--- config.mk ---
export PLATFORM = sky130hd
export DESIGN_NAME = comp_if_ctrl
export DESIGN_NICKNAME = d
export VERILOG_FILES = /design/src/rtl/comp_if_ctrl.sv
export SDC_FILE = /design/constraint.sdc
export NUM_CORES = 1
export LEC_CHECK = 0
export CORE_ASPECT_RATIO = 1.5
export CORE_MARGIN = 1
export CORE_UTILIZATION = 41
export DETAILED_ROUTE_END_ITERATION = 7
export PLACE_DENSITY = 0.95
export SLEW_MARGIN = 40
export SYNTH_ARGS = -nofsm -noshare
export SYNTH_HDL_FRONTEND = slang
export SYNTH_SLANG_ARGS = --single-unit
--- constraint.sdc ---
create_clock -name CLK -period 4.1 [get_ports CLK]
set_input_delay 0.615 -clock CLK [delete_from_list [all_inputs] [get_ports CLK]]
set_output_delay 0.615 -clock CLK [all_outputs]
set_load 0.1 [all_outputs]
--- src/rtl/comp_if_ctrl.sv ---
// -----------------------------------------------------------------------------
// comp_if_ctrl -- sequencer for a hardware "if / then / else" construct.
//
// A job latches three operands and broadcasts them to three sub-units. The
// predicate unit runs first. Its non-zero result selects the "then" unit and a
// zero result selects the "else" unit. The selected unit then runs and its
// result is returned on RES.
//
// Each sub-unit uses a start/ready handshake. The controller pulses *_ST for
// one cycle. It then waits for the unit's RD to drop (job taken) and to rise
// again (result valid).
//
// Optional feature (macro COMP_IF_TIMEOUT_EN):
//   This enables a watchdog on every wait phase. When a phase lasts TIMEOUT
//   cycles, the job is aborted with RES = all ones and ERR = 1. Without the
//   macro, waits are unbounded and ERR is tied to 0.
//
// Parameters:
//   WIDTH   - datapath width of operands and results
//   TIMEOUT - watchdog limit in cycles per wait phase (macro builds only)
//
// Ports:
//   CLK, RST          - clock, asynchronous active-low reset
//   ST, RD            - outer start request / ready-done
//   IN1..IN3          - operands, latched on job accept
//   OP1..OP3          - latched operands driven to all sub-units
//   RES, BR, ERR      - branch result, branch taken (1 = then), abort flag
//   P_ST/T_ST/E_ST    - start pulses to predicate / then / else units
//   P_RD/T_RD/E_RD    - ready from predicate / then / else units
//   P_RES/T_RES/E_RES - results from predicate / then / else units
// -----------------------------------------------------------------------------
module comp_if_ctrl #(
  parameter int WIDTH   = 16,
  parameter int TIMEOUT = 255
) (
  input  logic             CLK,
  input  logic             RST,
  input  logic             ST,
  output logic             RD,
  input  logic [WIDTH-1:0] IN1,
  input  logic [WIDTH-1:0] IN2,
  input  logic [WIDTH-1:0] IN3,
  output logic [WIDTH-1:0] RES,
  output logic [WIDTH-1:0] OP1,
  output logic [WIDTH-1:0] OP2,
  output logic [WIDTH-1:0] OP3,
  output logic             P_ST,
  output logic             T_ST,
  output logic             E_ST,
  input  logic             P_RD,
  input  logic             T_RD,
  input  logic             E_RD,
  input  logic [WIDTH-1:0] P_RES,
  input  logic [WIDTH-1:0] T_RES,
  input  logic [WIDTH-1:0] E_RES,
  output logic             BR,
  output logic             ERR
);

  localparam logic [2:0] IDLE    = 3'd0;
  localparam logic [2:0] P_ISSUE = 3'd1;
  localparam logic [2:0] P_WLO   = 3'd2;
  localparam logic [2:0] P_WHI   = 3'd3;
  localparam logic [2:0] B_ISSUE = 3'd4;
  localparam logic [2:0] B_WLO   = 3'd5;
  localparam logic [2:0] B_WHI   = 3'd6;

  logic [2:0]       state, next_state;
  logic             br_sel;   // branch chosen by the predicate of the current job
  logic             accept;
  logic             in_wait;
  logic             timeout;
  logic             sel_rd;
  logic [WIDTH-1:0] sel_res;

  assign accept  = (state == IDLE) && ST;
  assign in_wait = (state == P_WLO) || (state == P_WHI) ||
                   (state == B_WLO) || (state == B_WHI);
  assign sel_rd  = br_sel ? T_RD  : E_RD;
  assign sel_res = br_sel ? T_RES : E_RES;

  // Handshake outputs decode straight from state. Reset or abort forces IDLE,
  // so no start pulse can leak out after either event.
  assign RD   = (state == IDLE);
  assign P_ST = (state == P_ISSUE);
  assign T_ST = (state == B_ISSUE) &&  br_sel;
  assign E_ST = (state == B_ISSUE) && !br_sel;

`ifdef COMP_IF_TIMEOUT_EN
  localparam int             CW       = (TIMEOUT > 1) ? $clog2(TIMEOUT) : 1;
  localparam logic [CW-1:0] CNT_LAST = CW'(TIMEOUT - 1);

  logic [CW-1:0] cnt;
  logic          err_q;

  // The counter holds the number of wait cycles already spent in this phase.
  // The abort fires on the edge that ends the TIMEOUT-th wait cycle.
  assign timeout = in_wait && (cnt == CNT_LAST);
  assign ERR     = err_q;

  always_ff @(posedge CLK or negedge RST) begin
    if (!RST) begin
      cnt   <= '0;
      err_q <= 1'b0;
    end else begin
      if ((state == P_ISSUE) || (state == B_ISSUE)) cnt <= '0;
      else if (in_wait)                             cnt <= cnt + 1'b1;

      if (accept)       err_q <= 1'b0;
      else if (timeout) err_q <= 1'b1;
    end
  end
`else
  assign timeout = 1'b0;
  assign ERR     = 1'b0;
`endif

  // NOTE: next_state gets a default before the case, so no path can leave it
  // unassigned. A combinational block that misses an assignment on some path
  // infers a latch.
  always_comb begin
    next_state = state;
    case (state)
      IDLE:    if (ST)     next_state = P_ISSUE;
      P_ISSUE:             next_state = P_WLO;
      P_WLO:   if (!P_RD)  next_state = P_WHI;
      P_WHI:   if (P_RD)   next_state = B_ISSUE;
      B_ISSUE:             next_state = B_WLO;
      B_WLO:   if (!sel_rd) next_state = B_WHI;
      B_WHI:   if (sel_rd) next_state = IDLE;
      default:             next_state = IDLE;
    endcase
    if (timeout) next_state = IDLE;
  end

  // NOTE: all state is updated with non-blocking assignments, so every
  // register samples pre-edge values regardless of block order. The design
  // holds only flops and no memories, so every register has a defined reset
  // value.
  always_ff @(posedge CLK or negedge RST) begin
    if (!RST) state <= IDLE;
    else      state <= next_state;
  end

  always_ff @(posedge CLK or negedge RST) begin
    if (!RST) begin
      OP1    <= '0;
      OP2    <= '0;
      OP3    <= '0;
      br_sel <= 1'b0;
      BR     <= 1'b0;
      RES    <= '0;
    end else begin
      if (accept) begin
        OP1 <= IN1;
        OP2 <= IN2;
        OP3 <= IN3;
      end

      // br_sel steers the current job. BR is published only at completion,
      // so BR keeps its last value until the next job finishes.
      if ((state == P_WHI) && P_RD && !timeout) br_sel <= |P_RES;

      if (timeout) begin
        RES <= '1;
      end else if ((state == B_WHI) && sel_rd) begin
        RES <= sel_res;
        BR  <= br_sel;
      end
    end
  end

endmodule

==> impl_metrics.py, run 1 <==
metrics = {
    "outcome": {
        "status": "complete, but fails checks",
        "violations": "DRC",
    },
    "clock_tree": {
        "cts-resized-gates": 0,
        "cts.sinks": 69,
        "clock_latency_ps": 340,
        "cts_tree": "yes",
        "cts_htree_levels": 3,
        "clkTransAtPathRegs_ps": 80,
        "clock-root-buffer": "clkbuf_8",
        "cts.path.max_buffers": 2,
        "postCtsHoldBufs": 0,
        "numCtsBuffers": 9,
        "post_cts_buffers": 0,
    },
    "detailed_routing": {
        "post_drt_wl_per_cell_um": 15.7,
        "viasPerCell": 5.04,
        "initialDrtViolationCount": 87,
        "routed_wl_um": 7050,
        "drc": 12,
        "vias": 2256,
        "first_pass_iters": 8,
        "ant_nets": 0,
    },
    "place": {
        "gp_congestion": 0.838,
        "portBuffers": 170,
        "hpwl_um": 5390,
    },
    "die": {
        "num_io_pins": 172,
        "initial_core_util": 0.426,
        "dieArea_um2": 7520,
        "die_height_um": 106,
        "fp.dieW_um": 71.1,
        "core_area_um2": 6900,
        "row_count": 37,
    },
    "timing": {
        "worstMarginPinSlew_ps": 764,
        "rsz0062_at_grt": "false",
        "fin_tns_setup_ps": 0,
        "post-route-min-period_ps": 2360,
        "setup_viol": 0,
        "fin_worst_skew_ps": 11.9,
        "max_freq_mhz": 424,
        "max_slew_margin": 0.489,
        "drv_slew": 0,
        "hold_viol": 0,
        "finalCritPeriodShare": 0.576,
    },
    "global_routing": {
        "first_global_vias": 2433,
        "grt_overflow_total": 0,
        "track_usage": 0.193,
        "antenna_found_initial": 0,
        "grt_pass1_wl_um": 11200,
        "grt_max_degree": 49,
    },
    "worst_hold_path": {
        "hold_class": "input port to async pin",
    },
    "synthesis": {
        "synth_cells": 195,
        "synth_top_area_frac": 0.587,
        "ys_seq_area_frac": 0.587,
        "synth_area_leaders": "dfrtp_1 59%, mux2_2 31%, buf_6 1.1%",
        "synth-edff-count": 0,
        "syn_avg_cell_area_um2": 15.1,
        "ys_types": 25,
        "synth_most_common_cell": "mux2_2",
        "yosysTopAreaCell": "dfrtp_1",
        "syn_area_um2": 2940,
        "synthFlopType": "dfrtp_1",
        "ys_seq_elements": 69,
        "yosysWarningCount": 0,
        "ys_async_sr_fraction": 1.00,
        "yosys-top-cells-count": "81 x mux2_2, 69 x dfrtp_1, 5 x nor4_1",
        "syn_nets": 297,
    },
    "critical_path": {
        "arrival_ps": 1740,
        "crit_fanout": 9,
        "end_kind": "output pin",
        "reg2reg_slack_ps": 2000,
        "worstPathRequired_ps": 3480,
        "crit_type": "flip-flop to output pin",
        "cp-start-kind": "flip-flop",
    },
    "layout": {
        "area_growth_pct": 54.0,
        "drive_gt1_frac": 0.468,
        "diodes": 0,
        "fin_nets": 468,
    },
    "run": {
        "max_cap_viol_count": 0,
    },
}
per-layer routing:
metal	up-vias	track usage	share of wire
met3	22	0.0468	0.078
met5	-	0	0
met1	1077	0.206	0.36
met4	0	0.109	0.031
met2	114	0.343	0.53
li1	1043	-	-
area by class of cell:
type,count,area (um2)
clock buffer,11,151
clock inverter,4,47.5
fill,539,2370
inverter,2,7.51
multi-input combinational,112,1130
sequential,69,1730
tap,78,97.6
timing repair buffer,172,1370
kinds of logic after synthesis:
| logic type | Yosys count | synth area share |
|---|---|---|
| buffers and inverters | 14 | 0.0315 |
| and+or+nand+nor | 22 | 0.0498 |
| DFF | 69 | 0.587 |
| muxes | 82 | 0.314 |
| other | 1 | 0.00128 |
| AOI/OAI and AO/OA | 7 | 0.0162 |
sequential cells by signal, summed over array words and instances, names as in the netlist:
signal and count:
br_sel 1, OP3 16, state 3, OP2 16
RES 16, OP1 16, BR 1
through the flow:
stage	util	setup WS [ps]	hold WS [ps]	cells	cell area [um2]
final	0.656	1740	249	448	4530
after global routing	0.656	1590	295	448	4530
after CTS	0.656	1540	259	448	4530
after detailed placement	0.627	1600	490	433	4330
after global placement	0.677	1240	489	433	4670
after floorplan	-	758	319	195	2950
critical path, stage by stage (launching register included):
cell and delay (ps):
dfrtp_1 520, inv_1 160, nor4_2 260, buf_2 460
cell usage in the layout, fill, tap and decap left out, types with 2 or more instances in the layout:
master           Yosys  final
mux2_2              81     81
buf_4                4      3
nor4_1               5      4
clkinv_2             0      2
a21oi_1              2      2
nor2_1               3      3
nand2_1              4      4
clkdlybuf4s50_1      0    100
nor3_1               3      3
inv_1                2      2
nor3_4               2      2
dfrtp_1             69     68
buf_2                2     69
clkbuf_8             0     11
and3_1               2      2
worst paths after layout:
check | cells past startpoint | to | startpoint
worst max-delay path | 3 | E_ST | state[2]
worst min-delay path | 1 | OP3[0] | RST
worst max register to register | 3 | RES[10] | br_sel
worst min register to register | 1 | RES[13] | RES[13]
max in group asynchronous | 2 | br_sel | RST
min in group CLK | 1 | RES[13] | RES[13]
Power of run 1 is not shown: default switching activity piles up to over one toggle a cycle in this logic, so the estimate is an artifact.
==> inputs of run 2 (changes only) <==
Settings changed: CORE_UTILIZATION 41 to 38, PLACE_DENSITY 0.95 to 0.9.
Clock period 4.1 ns to 2.5 ns, I/O delays scaled along.
==> impl_metrics.py, run 2 (synthesis gave the netlist of run 1 again) <==
metrics = {
    "detailed_routing": {
        "wl_met3_um": 555,
        "ant_nets": 0,
        "drc": 0,
        "viasPerCell": 4.81,
        "routed_wl_um": 7240,
        "met2WireLength_um": 4130,
        "wl_met1_um": 2460,
        "vias": 2265,
        "initialDrtViolationCount": 63,
        "dr.max_layer_used": "met4",
        "post_drt_wl_per_cell_um": 15.4,
        "first_pass_iters": 4,
    },
    "layout": {
        "area_growth_pct": 62.9,
        "fin_nets": 470,
        "drive_gt1_frac": 0.464,
        "final_cell_mix": "100 x clkdlybuf4s50_1, 81 x mux2_2, 69 x dfrtp_1, 69 x buf_4, 12 x clkbuf_8",
        "diodes": 0,
        "post-route-util": 0.650,
        "fillers": 578,
        "layout_commonest_cell": "clkdlybuf4s50_1",
    },
    "critical_path": {
        "critPathMaxStageDelay_ps": 520,
        "cp_top_family": "flip-flops",
        "worstRegToRegCells": 4,
        "worstPathRequired_ps": 2120,
        "crit_end": "E_ST",
        "crit_fanout": 9,
        "end_kind": "output pin",
        "worstPathCellList": "inv_1 -> nor4_2 -> buf_12",
        "cp-startpoint": "state[2]",
        "reg2reg_slack_ps": 780,
        "cp-start-kind": "flip-flop",
        "crit_slowest_cell": "dfrtp_1",
        "r2r_end": "RES[11]",
        "crit_type": "flip-flop to output pin",
        "arrival_ps": 1620,
        "cp.depth": 3,
        "path_buf_inv": 2,
        "timing.rr.start": "state[1]",
    },
    "global_routing": {
        "first_global_vias": 2307,
        "grt_overflow_total": 0,
        "track_usage": 0.185,
        "grt_max_degree": 49,
        "grt_pass1_wl_um": 11000,
        "antenna_found_initial": 0,
    },
    "outcome": {
        "status": "complete, no violations",
    },
    "clock_tree": {
        "post_cts_buffers": 0,
        "cts_tree": "yes",
        "cts.path.max_buffers": 2,
        "clock_latency_ps": 340,
        "numCtsBuffers": 9,
        "cts.sinks": 69,
        "cts_htree_levels": 3,
        "cts-resized-gates": 0,
        "postCtsHoldBufs": 0,
        "clock-root-buffer": "clkbuf_8",
        "clkTransAtPathRegs_ps": 60,
    },
    "place": {
        "gp_congestion": 0.812,
        "hpwl_um": 5580,
        "portBuffers": 170,
    },
    "die": {
        "num_io_pins": 172,
        "fp.dieW_um": 73.8,
        "core_area_um2": 7370,
        "dieArea_um2": 8100,
        "initial_core_util": 0.399,
        "die_height_um": 110,
        "row_count": 38,
    },
    "timing": {
        "hold_viol": 0,
        "setup_viol": 0,
        "post-route-min-period_ps": 1990,
        "max_slew_margin": 0.614,
        "max_freq_mhz": 502,
        "worstMarginPinSlew_ps": 580,
        "drv_slew": 0,
        "rsz0062_at_grt": "false",
        "finalCritPeriodShare": 0.796,
        "fin_worst_skew_ps": 8.15,
    },
    "worst_hold_path": {
        "hold_class": "input port to async pin",
    },
    "run": {
        "max_cap_viol_count": 0,
    },
}
run 2: changes by cell type in the layout (fill, tap and decap cells not counted), sizes merged:
cell / delta
buf: +2
clkbuf: +2
clkinv: -2
clkinvlp: -1
run 2: worst min path at each step:
stage	to	slack, ps
floorplan	BR	80
global placement	OP2[6]	390
detailed placement	OP3[9]	400
CTS	OP3[9]	30
global route	OP3[9]	60
finish	OP2[4]	40
run 2: final cells by class:
type | count | area, um2 | share of cell area
repair buffers | 174 | 1600 | 0.335
well taps | 100 | 125 | 0.0261
flip-flops and latches | 69 | 1730 | 0.361
multi-input cells | 112 | 1130 | 0.235
clock buffers | 13 | 169 | 0.0353
inverters | 2 | 7.51 | 0.00157
clock inverters | 1 | 30.0 | 0.00627
run 2: worst register-to-register path, cell delays in order, from the launching register on:
cell and delay (ps):
dfrtp_1 630, nand2_1 170, nor3_4 170, buf_4 260, mux2_2 370
run 2: layer usage:
layer / vias to the layer above / GRT usage
met2: 95 / 0.341
met3: 8 / 0.0568
met4: 0 / 0.0824
met5: - / 0
li1: 1043 / -
met1: 1119 / 0.187
run 2: metrics by stage:
| stage | setup TNS, ps | instances | setup WS, ps | area [um2] | hold WS [ps] |
|---|---|---|---|---|---|
| floorplan | -1460 | 195 | -602 | 2950 | 79.4 |
| global placement | 0 | 457 | 575 | 4590 | 394 |
| detailed placement | 0 | 457 | 545 | 4590 | 402 |
| CTS | 0 | 471 | 490 | 4790 | 34.0 |
| global route | 0 | 471 | 376 | 4790 | 55.8 |
| finish | 0 | 471 | 509 | 4790 | 36.9 |
Power of run 2 is left out for the same reason.
==> inputs of run 3 (changes only) <==
Settings changed: CORE_UTILIZATION 38 to 34, PLACE_DENSITY 0.9 to 0.85.
Clock period 2.5 ns to 1.6 ns, I/O delays scaled along.
==> impl_metrics.py, run 3 (synthesis gave the netlist of run 1 again) <==
metrics = {
    "timing": {
        "rsz0062_at_grt": "true",
        "fin_worst_skew_ps": 4.35,
        "post-route-min-period_ps": 1650,
        "finalCritPeriodShare": 1.03,
        "hold_viol": 0,
        "setup_viol": 48,
        "max_freq_mhz": 607,
        "drv_slew": 0,
        "fin_ws_ps": -46.8,
    },
    "clock_tree": {
        "cts.path.max_buffers": 2,
        "cts_htree_levels": 3,
        "cts.sinks": 69,
        "clock-root-buffer": "clkbuf_16",
        "clkTransAtPathRegs_ps": 60,
        "numCtsBuffers": 9,
        "cts_tree": "yes",
        "clock_latency_ps": 340,
    },
    "outcome": {
        "status": "complete, but fails checks",
        "violations": "setup timing",
    },
    "detailed_routing": {
        "first_pass_iters": 4,
        "routed_wl_um": 9360,
        "ant_nets": 0,
        "initialDrtViolationCount": 54,
        "vias": 2428,
        "viasPerCell": 4.82,
        "post_drt_wl_per_cell_um": 18.6,
        "drc": 0,
    },
    "critical_path": {
        "reg2reg_slack_ps": -40,
        "worstRegToRegCells": 6,
        "arrival_ps": 1410,
        "worstPathRequired_ps": 1360,
        "crit_end": "E_ST",
        "timing.rr.start": "state[1]",
        "cp-startpoint": "state[1]",
        "crit_fanout": 4,
        "r2r_end": "OP1[0]",
        "crit_type": "flip-flop to output pin",
        "end_kind": "output pin",
        "cp-start-kind": "flip-flop",
    },
    "global_routing": {
        "antenna_found_initial": 0,
        "grt_overflow_total": 0,
        "first_global_vias": 2672,
        "track_usage": 0.205,
        "grt_max_degree": 70,
        "grt_pass1_wl_um": 13600,
    },
    "place": {
        "placed_cell_area_um2": 5540,
        "placed_cells": 472,
        "portBuffers": 170,
        "gp_congestion": 0.804,
        "pre_cts_slack_ps": -185,
        "hpwl_um": 6280,
    },
    "run": {
        "max_cap_viol_count": 0,
    },
    "worst_hold_path": {
        "hold_class": "input port to async pin",
    },
    "layout": {
        "fin_nets": 494,
        "layout_commonest_cell": "clkdlybuf4s50_1",
        "area_growth_pct": 108,
        "drive_gt1_frac": 0.511,
        "post-route-util": 0.726,
        "stdcell_count": 504,
        "fin_area_um2": 6110,
        "diodes": 0,
        "final_cell_mix": "100 x clkdlybuf4s50_1, 77 x mux2_2, 72 x buf_12",
    },
    "die": {
        "die_height_um": 116,
        "row_count": 41,
        "num_io_pins": 172,
        "fp.dieW_um": 77.9,
        "dieArea_um2": 9030,
        "core_area_um2": 8410,
        "initial_core_util": 0.349,
    },
}
## run 3: changes by cell type in the layout (fill, tap and decap cells not counted), sizes merged
cell and delta:
bufinv -1, inv +2, clkinvlp +2, clkbuf +1
dlymetal6s2s +1, clkinv +2, dlygate4sd3 +1, buf +18
## run 3: final cells by class
cell class,instances,area [um2]
Sequential cell,69,1730
Fill cell,539,2310
Clock inverter,6,46.3
Timing Repair Buffer,198,2770
Multi-Input combinational cell,112,1180
Inverter,2,7.51
Tap cell,107,134
Clock buffer,10,239
## run 3: worst max-delay path, cell delays in order (launching register included)
cell and delay, ps:
dfrtp_1 400, buf_6 140, nor4_4 320, buf_12 210
## run 3: layer usage
metal | vias to the layer above | global-route usage | wire, um | part of all wire
met1 | 1186 | 0.204 | 3090 | 0.33
met5 | - | 0 | 0 | 0
met2 | 119 | 0.378 | 5320 | 0.57
met4 | 0 | 0.114 | 333 | 0.036
li1 | 1097 | - | - | -
met3 | 26 | 0.0614 | 615 | 0.066
## run 3: repair_timing
item                                    in CTS  in global routing
setup buffers                                5                  3
endpoints found under the hold margin       69                  0
hold buffers                                 1                  0
resized for setup                            7                  9
pin swaps                                    3                  3
cloned                                       1                  6
endpoints found under the setup margin       4                 52
## run 3: through the flow
| stage | TNS (ps) | hold slack, ps |
|---|---|---|
| CTS | -75.2 | 457 |
| finish | -991 | 458 |
| floorplan | -365 | -55.6 |
| global placement | -8120 | 289 |
| global route | -3330 | 488 |
| detailed placement | -10130 | 296 |
## run 3: how the worst min path moves through the flow
stage / to / slack (ps)
final: OP2[10] / 460
after global routing: OP2[10] / 490
after CTS: OP2[10] / 460
after detailed placement: OP2[10] / 300
after global placement: OP2[10] / 290
after floorplan: BR / -60
Power of run 3 is left out for the same reason.
